**config.mk**
```make
export PLATFORM = sky130hd
export DESIGN_NAME = sseg_scan_driver_flat
export DESIGN_NICKNAME = d
export VERILOG_FILES = /design/src/rtl/sseg_scan_driver_pkg.sv /design/src/rtl/sseg_scan_driver_if.sv /design/src/rtl/sseg_scan_driver_hex_rom.sv /design/src/rtl/sseg_scan_driver.sv /design/src/flat_wrapper.sv
export SDC_FILE = /design/constraint.sdc
export NUM_CORES = 1
export LEC_CHECK = 0
export ABC_CLOCK_PERIOD_IN_PS = 6200
export BUFFER_PORTS_ARGS = -buffer_cell sky130_fd_sc_hd__buf_2
export CAP_MARGIN = 15
export CORE_UTILIZATION = 62
export CTS_CLUSTER_SIZE = 25
export DETAILED_ROUTE_END_ITERATION = 8
export GPL_TIMING_DRIVEN = 0
export PLACE_DENSITY = 0.87
export SYNTH_ARGS = -nofsm -noshare
export SYNTH_HDL_FRONTEND = slang
export SYNTH_SLANG_ARGS = --single-unit
```
**constraint.sdc**
```tcl
create_clock -name clk -period 6.2 [get_ports clk]
set_input_delay 0.62 -clock clk [delete_from_list [all_inputs] [get_ports clk]]
set_output_delay 0.62 -clock clk [all_outputs]
set_load 0.05 [all_outputs]
```
**src/rtl/sseg_scan_driver_pkg.sv**
```systemverilog
// Shared constants for the seven-segment scan driver: segment table, blank
// pattern and the width helper used to size the scan counters.
package sseg_pkg;

    localparam logic [6:0] SEG_OFF = 7'b1111111;

    // Entries are in a..g reading order (leftmost bit = segment a, 0 = lit);
    // seg_pins() turns one into pin order where bit 0 drives segment a.
    localparam logic [6:0] SEG_TABLE [16] = '{
        7'b0000001, 7'b1001111, 7'b0010010, 7'b0000110,
        7'b1001100, 7'b0100100, 7'b0100000, 7'b0001111,
        7'b0000000, 7'b0000100, 7'b0001000, 7'b1100000,
        7'b0110001, 7'b1000010, 7'b0110000, 7'b0111000
    };

    function automatic int unsigned width_of(input int unsigned n);
        return (n <= 1) ? 1 : $clog2(n);
    endfunction

    function automatic logic [6:0] seg_pins(input logic [6:0] abcdefg);
        logic [6:0] pins;
        pins = '0;
        for (int unsigned i = 0; i < 7; i++) begin
            pins[i] = abcdefg[6 - i];
        end
        return pins;
    endfunction

endpackage

```
**src/rtl/sseg_scan_driver_if.sv**
```systemverilog
// Display data and pin bundle between a host and the seven-segment scan driver.
interface sseg_scan_driver_if #(
    parameter int unsigned N_DIGITS = 4
);
    logic                    en;
    logic [4*N_DIGITS-1:0]   value;
    logic [N_DIGITS-1:0]     dp;
    logic [N_DIGITS-1:0]     blank;
    logic                    load;
    logic [6:0]              sseg;
    logic                    dp_n;
    logic [N_DIGITS-1:0]     an;
    logic                    frame_done;

    modport master (
        output en, value, dp, blank, load,
        input  sseg, dp_n, an, frame_done
    );

    modport slave (
        input  en, value, dp, blank, load,
        output sseg, dp_n, an, frame_done
    );
endinterface

```
**src/rtl/sseg_scan_driver_hex_rom.sv**
```systemverilog
// Combinational hex nibble to active-low segment lookup, pin order (bit 0 = a).
module sseg_hex_rom
    import sseg_pkg::*;
(
    input  logic [3:0] nibble,
    output logic [6:0] seg
);

    always_comb begin
        seg = seg_pins(SEG_TABLE[nibble]);
    end

endmodule

```
**src/rtl/sseg_scan_driver.sv**
```systemverilog
// Time-multiplexed N-digit common-anode seven-segment driver with frame-synchronous
// loading, leading-zero blanking and an anode-off guard at the start of each slot.
module sseg_scan_driver
    import sseg_pkg::*;
#(
    parameter int unsigned N_DIGITS  = 4,
    parameter int unsigned TICK_DIV  = 12500,
    parameter int unsigned GUARD_CYC = 16,
    parameter int unsigned LZ_BLANK  = 1
) (
    input  logic               clk,
    input  logic               rst,
    sseg_scan_driver_if.slave  bus
);

    localparam int unsigned IDX_W = width_of(N_DIGITS);
    localparam int unsigned PRE_W = width_of(TICK_DIV);
    localparam logic [IDX_W-1:0] IDX_LAST = IDX_W'(N_DIGITS - 1);
    localparam logic [PRE_W-1:0] PRE_LAST = PRE_W'(TICK_DIV - 1);
    localparam logic [PRE_W-1:0] GUARD    = PRE_W'(GUARD_CYC);

    logic [PRE_W-1:0]      presc;
    logic [IDX_W-1:0]      idx;

    logic [4*N_DIGITS-1:0] shadow_value;
    logic [N_DIGITS-1:0]   shadow_dp;
    logic [N_DIGITS-1:0]   shadow_blank;
    logic [4*N_DIGITS-1:0] pend_value;
    logic [N_DIGITS-1:0]   pend_dp;
    logic [N_DIGITS-1:0]   pend_blank;
    logic                  pend_valid;

    logic [6:0]            sseg_q;
    logic                  dp_n_q;
    logic [N_DIGITS-1:0]   an_q;
    logic                  frame_done_q;

    logic                  slot_end;
    logic                  wrap;
    logic [N_DIGITS-1:0]   lz;
    logic                  zero_run;
    logic [3:0]            cur_nib;
    logic                  cur_dp;
    logic                  cur_dark;
    logic [6:0]            rom_seg;
    logic [N_DIGITS-1:0]   an_next;

    always_comb begin
        slot_end = (presc == PRE_LAST);
        wrap     = slot_end && (idx == IDX_LAST);
    end

    // Leading zeros are found by walking from the top digit down; digit 0 never blanks.
    always_comb begin
        lz       = '0;
        zero_run = 1'b1;
        for (int unsigned j = 0; j < N_DIGITS; j++) begin
            zero_run = zero_run && (shadow_value[4*(N_DIGITS-1-j) +: 4] == 4'h0);
            lz[N_DIGITS-1-j] = (LZ_BLANK != 0) && zero_run && (j != N_DIGITS - 1);
        end
    end

    always_comb begin
        cur_nib  = '0;
        cur_dp   = 1'b0;
        cur_dark = 1'b0;
        for (int unsigned k = 0; k < N_DIGITS; k++) begin
            if (IDX_W'(k) == idx) begin
                cur_nib  = shadow_value[4*k +: 4];
                cur_dp   = shadow_dp[k];
                cur_dark = shadow_blank[k] | lz[k];
            end
        end
    end

    always_comb begin
        an_next = '1;
        for (int unsigned k = 0; k < N_DIGITS; k++) begin
            if ((IDX_W'(k) == idx) && bus.en && !cur_dark && (presc >= GUARD)) begin
                an_next[k] = 1'b0;
            end
        end
    end

    sseg_hex_rom u_rom (
        .nibble (cur_nib),
        .seg    (rom_seg)
    );

    always_ff @(posedge clk) begin
        if (rst) begin
            presc <= '0;
            idx   <= '0;
        end else if (slot_end) begin
            presc <= '0;
            idx   <= wrap ? '0 : idx + 1'b1;
        end else begin
            presc <= presc + 1'b1;
        end
    end

    // A load landing on the wrap edge bypasses pending so it shows in the frame starting now.
    always_ff @(posedge clk) begin
        if (rst) begin
            shadow_value <= '0;
            shadow_dp    <= '0;
            shadow_blank <= '0;
            pend_value   <= '0;
            pend_dp      <= '0;
            pend_blank   <= '0;
            pend_valid   <= 1'b0;
        end else if (wrap) begin
            if (bus.load) begin
                shadow_value <= bus.value;
                shadow_dp    <= bus.dp;
                shadow_blank <= bus.blank;
            end else if (pend_valid) begin
                shadow_value <= pend_value;
                shadow_dp    <= pend_dp;
                shadow_blank <= pend_blank;
            end
            pend_valid <= 1'b0;
        end else if (bus.load) begin
            pend_value <= bus.value;
            pend_dp    <= bus.dp;
            pend_blank <= bus.blank;
            pend_valid <= 1'b1;
        end
    end

    always_ff @(posedge clk) begin
        if (rst) begin
            sseg_q       <= SEG_OFF;
            dp_n_q       <= 1'b1;
            an_q         <= '1;
            frame_done_q <= 1'b0;
        end else begin
            sseg_q       <= cur_dark ? SEG_OFF : rom_seg;
            dp_n_q       <= ~cur_dp;
            an_q         <= an_next;
            frame_done_q <= wrap;
        end
    end

    assign bus.sseg       = sseg_q;
    assign bus.dp_n       = dp_n_q;
    assign bus.an         = an_q;
    assign bus.frame_done = frame_done_q;

endmodule

```
**src/flat_wrapper.sv**
```systemverilog
// flat-port wrapper written by rule: the top's interface ports become plain ports
module sseg_scan_driver_flat import sseg_pkg::*;
#(
    parameter int unsigned N_DIGITS  = 4,
    parameter int unsigned TICK_DIV  = 12500,
    parameter int unsigned GUARD_CYC = 16,
    parameter int unsigned LZ_BLANK  = 1
)
  (clk, rst, bus_en, bus_value, bus_dp, bus_blank, bus_load, bus_sseg, bus_dp_n, bus_an, bus_frame_done);
  sseg_scan_driver_if #(.N_DIGITS(N_DIGITS)) bus_i ();
  input  logic clk;
  input  logic rst;
  input wire logic [$bits(bus_i.en)-1:0] bus_en;
  input wire logic [$bits(bus_i.value)-1:0] bus_value;
  input wire logic [$bits(bus_i.dp)-1:0] bus_dp;
  input wire logic [$bits(bus_i.blank)-1:0] bus_blank;
  input wire logic [$bits(bus_i.load)-1:0] bus_load;
  output wire logic [$bits(bus_i.sseg)-1:0] bus_sseg;
  output wire logic [$bits(bus_i.dp_n)-1:0] bus_dp_n;
  output wire logic [$bits(bus_i.an)-1:0] bus_an;
  output wire logic [$bits(bus_i.frame_done)-1:0] bus_frame_done;
  assign bus_i.en = bus_en;
  assign bus_i.value = bus_value;
  assign bus_i.dp = bus_dp;
  assign bus_i.blank = bus_blank;
  assign bus_i.load = bus_load;
  assign bus_sseg = bus_i.sseg;
  assign bus_dp_n = bus_i.dp_n;
  assign bus_an = bus_i.an;
  assign bus_frame_done = bus_i.frame_done;
  sseg_scan_driver #(.N_DIGITS(N_DIGITS), .TICK_DIV(TICK_DIV), .GUARD_CYC(GUARD_CYC), .LZ_BLANK(LZ_BLANK)) u_core (.clk(clk), .rst(rst), .bus(bus_i));
endmodule
```
== Yosys cells after proc, flatten, opt, wreduce, memory -nomap -nowiden ==
Memory sizes are Yosys's and may differ from the RTL's. A register that Yosys moved wholly into a read port is not among the register bits.
Cells that the tools add are included.
Widths: inputs -> output; s select.
Operators by class
  add/sub/neg operators: 2
  magnitude comparators: 1
  equal/unequal tests: 5
  muxes and demuxes: 23
  bitwise gates (word level): 6
  reductions and logical operators: 26
Operator list (count)
  $mux 16: 2
  $mux 4: 8
  $logic_and 1x1->1: 15
  $add 14x1->14 const B: 1
  $eq 14x14->1 const B: 1
  $ge 14x5->1 const B: 1
  $logic_not 4->1: 3
  $mux 1: 12
  $reduce_or 2->1: 3
  $not 4->5: 1
  $eq 2x2->1 const A: 2
  $reduce_and 2->1: 2
  $or 1x1->1: 3
  $add 2x1->2 const B: 1
  $eq 1x2->1 const A: 1
  $eq 2x2->1 const B: 1
  $logic_not 2->1: 1
  $mux 2: 1
  $not 1->1: 2
  $reduce_bool 2->1: 1
  $logic_not 1->1: 1
Word-level totals
  flip-flop bits (word level): 71
  bits in read-only memories: 112
  input bits: 28
  output and inout bits: 13
  logic and storage cells: 76
  memories: 1
Memory list
  (name not given): words 16, bits a word 7, rd ports 1, clocked after Yosys merged registers in 1, write ports 0, RTL line sseg_scan_driver_hex_rom.sv:10  | seg = seg_pins(SEG_TABLE[nibble]);

== Longest topological paths before layout ==
  depth in word-level cells: 11
  depth in mapped cells: 11

== Modules after synthesis ==
From an unflattened synthesis, not the netlist that was laid out.
Second synthesis, totals
  cell total of the unflattened synthesis: 421
  area, all modules: 3733.6 um2
Modules (own cells, without submodules)
  sseg_scan_driver: times used 1, cells each 390, area each 3480.8 um2
  sseg_hex_rom: times used 1, cells each 31, area each 252.7 um2

== Worst setup path after synthesis ==
OpenSTA, ideal clock, no wires.
  path type: register -> register
  from: register u_core.idx[0]
  to: register u_core.sseg_q[1] (netlist: u_core.bus.sseg[1])
  setup time: 0.144 ns
  data arrival time: 2.164 ns
  required time: 6.056 ns
  setup slack: 3.893 ns
  cell stages (with the launch flop): 10
  buffers on the path: 2
  path through: dfxtp_1 ha_1 buf_6 clkbuf_1 nor3b_1 a211oi_1 inv_1 ha_1 o21ai_0 o221ai_1
Between the ends
  word-level cells in the longest chain between the ends: 6
  elaborated cells between the ends (all ways): 14
RTL lines
  from (decl): RTL line sseg_scan_driver.sv:23  | logic [IDX_W-1:0] idx;
  from (signal assigned): RTL line sseg_scan_driver.sv:96  | idx <= wrap ? '0 : idx + 1'b1;
  $logic_not 2->1: RTL line sseg_scan_driver.sv:68  | if (IDX_W'(k) == idx) begin
  $mux 1 / $mux 4 (equally long branches) (4 in series): RTL line sseg_scan_driver.sv:68
  $reduce_or 2->1 (no line) / $not 4->5 (equally long branches)
  to (decl): RTL line sseg_scan_driver.sv:33  | logic [6:0] sseg_q;
Several ways; a longest one is shown, not always the timed one.
A chain may end at the register's enable or synchronous reset.

== Worst setup path in the final report ==
Ends and elaborated chain as after synthesis.

==> metrics.csv <==
metric;value;unit
status;completed;
port_buffers;39;
p_switching;0.232;mW
startpoint;u_core.idx[0];
rsz0062_at_grt;no;
synth_edf_count;0;
tightestPinTransition;0.775;ns
wl_per_cell;15.1;µm
dr.pass1.iters;4;
drt_wl_total;7620;µm
htree_levels;3;
cp-endpoint;u_core.bus.sseg[1];
fmax;0.345;GHz
fp.dieH;79.2;µm
cts.clk_slew.worst_paths;0.07;ns
layout_commonest_cell;dfxtp_1;
fin_crit_sh;46.8;%
synth_seq_area_share;42.3;%
syn_avg_cell_area;9.76;µm²
path_class;reg2reg;
start_kind;flop;
area_growth;13.6;%
p_int;0.782;mW
vias;2835;
finalWeightedCongestion;0.873;
p_sw_share;22.9;%
num_antenna_cells;0;
regToRegStartpoint;u_core.idx[0];
required;6.41;ns
synth.distinct_cells;41;
antenna_found_initial;0;
endpoint_kind;flop;
timing.rr.end;u_core.bus.sseg[1];
drv_slew;0;
cts_hold_buf;0;
start_util;65.8;%
hpwl;5510;µm
clock-root-buffer;clkbuf_8;
clk-insertion-delay-late;0.35;ns
pre_cts_slack;3.38;ns
core.rowCount;27;
hold_path_class;reg2reg;
leakagePower;1.66;nW
arrival;3.11;ns
hold_viol;0;
core_area;0.00561;mm²
ant_nets;0;
worst_slack;3.30;ns
fin_nets;468;
regToRegSetupSlack;3.30;ns
max_slew_margin;47.8;%
cts_setup_buffers;0;
synth_nets;418;
synth_seq_cells;78;
die_w;79.2;µm
cts-buffers-inserted;9;
worst_ir_drop_vdd;193;µV
die_area;0.00627;mm²
cts_tree;yes;
placed_cells;489;
fillerInstances;425;
power_density;242;mW/mm²
gr-total-overflow;0;
grt_pass1_wl;12800;µm
p_comb_share;7.7;%
syn_area;0.00369;mm²
grt_max_degree;13;
reg2reg_depth;9;
crit_path_max_fanout;10;
postCtsResizedCells;0;
grt_use_total;27.0;%
clk_path_buf_depth;2;
fin_tns_setup;0;ns
ys_warn_count;0;
hp-start;u_core.presc[0];
route.detailed.drc;0;
p_total;1.01;mW
fin_crit;2.90;ns
setup_viol;0;
cts_sinks;78;
syn_inst;378;
drv_cap;0;
finClkSkew;0.00711;ns
ys_async_sr_fraction;0;%
num_io_pins;41;
stdcell_count;505;
clkPwrFrac;40.9;%
drt-initial-drc-count;107;
vias_per_cell;5.61;
seqPwrFrac;51.4;%
ys.flop_type;dfxtp_1;
drive_above_1_share;22.4;%
grt_pass1_vias;2805;
most-common-layout-cells;78 x dfxtp_1, 70 x nor2_1, 52 x mux2i_1;
==> metal layers <==
metal	up-vias	GRT usage [%]	part of all wire (%)
met5	-	0	0
met4	0	12.7	2.6
met3	17	4.48	2.6
met2	54	47.4	48
met1	1335	31.8	46
li1	1429	-	-
==> kinds of logic after synthesis <==
logic type / count (synthesis) / synth area share, %
and+or+nand+nor: 131 / 17.1
DFF: 78 / 42.3
AOI/OAI and AO/OA: 59 / 14.4
muxes: 52 / 14.1
buffers and inverters: 35 / 5.39
adders and majority gates: 12 / 4.07
xor gates and xnor gates: 11 / 2.61
==> how the worst min path moves through the flow <==
| stage | endpoint | slack, ns | cells past startpoint |
|---|---|---|---|
| final | u_core.presc[0] | 0.47 | 1 |
| after global routing | u_core.bus.an[2] | 0.51 | 2 |
| after CTS | u_core.presc[0] | 0.47 | 1 |
| after detailed placement | u_core.presc[0] | 0.46 | 1 |
| after global placement | u_core.presc[0] | 0.44 | 1 |
| after floorplan | u_core.presc[0] | 0.43 | 1 |
==> flip-flops by register name, indices dropped and copies added, names as in the netlist <==
register / flops
u_core.bus.frame_done: 1
u_core.shadow_blank: 4
u_core.pend_valid: 1
u_core.pend_value: 16
u_core.pend_dp: 4
u_core.idx: 2
u_core.shadow_dp: 4
u_core.shadow_value: 16
u_core.bus.dp_n: 1
u_core.bus.an: 4
u_core.pend_blank: 4
u_core.bus.sseg: 7
u_core.presc: 14
==> final cells by class <==
class	count	area (µm²)	area share [%]
Inverter	11	41.3	0.985
Multi-Input combinational cell	265	1930	46.1
Clock buffer	12	145	3.46
Buffer	24	158	3.76
Sequential cell	78	1560	37.3
Tap cell	72	90.1	2.15
Clock inverter	4	70.1	1.67
Timing Repair Buffer	39	195	4.66
==> cell usage after synthesis (8+ instances only) <==
master	number	area, µm²
nor2_1	70	263
dfxtp_1	78	1560
clkbuf_1	10	37.5
a211oi_1	9	67.6
mux2i_1	52	521
a211oi_2	24	300
a21oi_1	8	40.0
nand2_1	16	60.1
inv_1	11	41.3
ha_1	12	150
buf_6	8	90.1
==> power by group through the flow <==
stage,clock network [mW],registers [mW],logic (mW)
2_1_floorplan,0,0.539,0.0472
3_3_place_gp,0,0.531,0.0751
3_5_place_dp,0,0.533,0.0781
4_1_cts,0.416,0.521,0.0788
5_1_grt,0.437,0.522,0.0855
6_report,0.414,0.521,0.0784
==> stage by stage <==
step | hold WS [ns] | utilization (%) | area (µm²)
after floorplan | 0.430 | - | 3690
after global placement | 0.439 | 70.9 | 3980
after detailed placement | 0.458 | 70.9 | 3980
after CTS | 0.475 | 74.7 | 4190
after global routing | 0.511 | 74.7 | 4190
final | 0.473 | 74.7 | 4190
==> worst max-delay path, stage by stage, from the launching register on <==
cell	delay [ns]
dfxtp_1	0.41
ha_1	0.21
buf_6	0.13
clkbuf_1	0.39
nor3b_1	0.09
a211oi_1	0.57
inv_1	0.24
ha_1	0.36
o21ai_0	0.21
o221ai_1	0.15
Note: power is estimated with default switching activity, not from simulation.
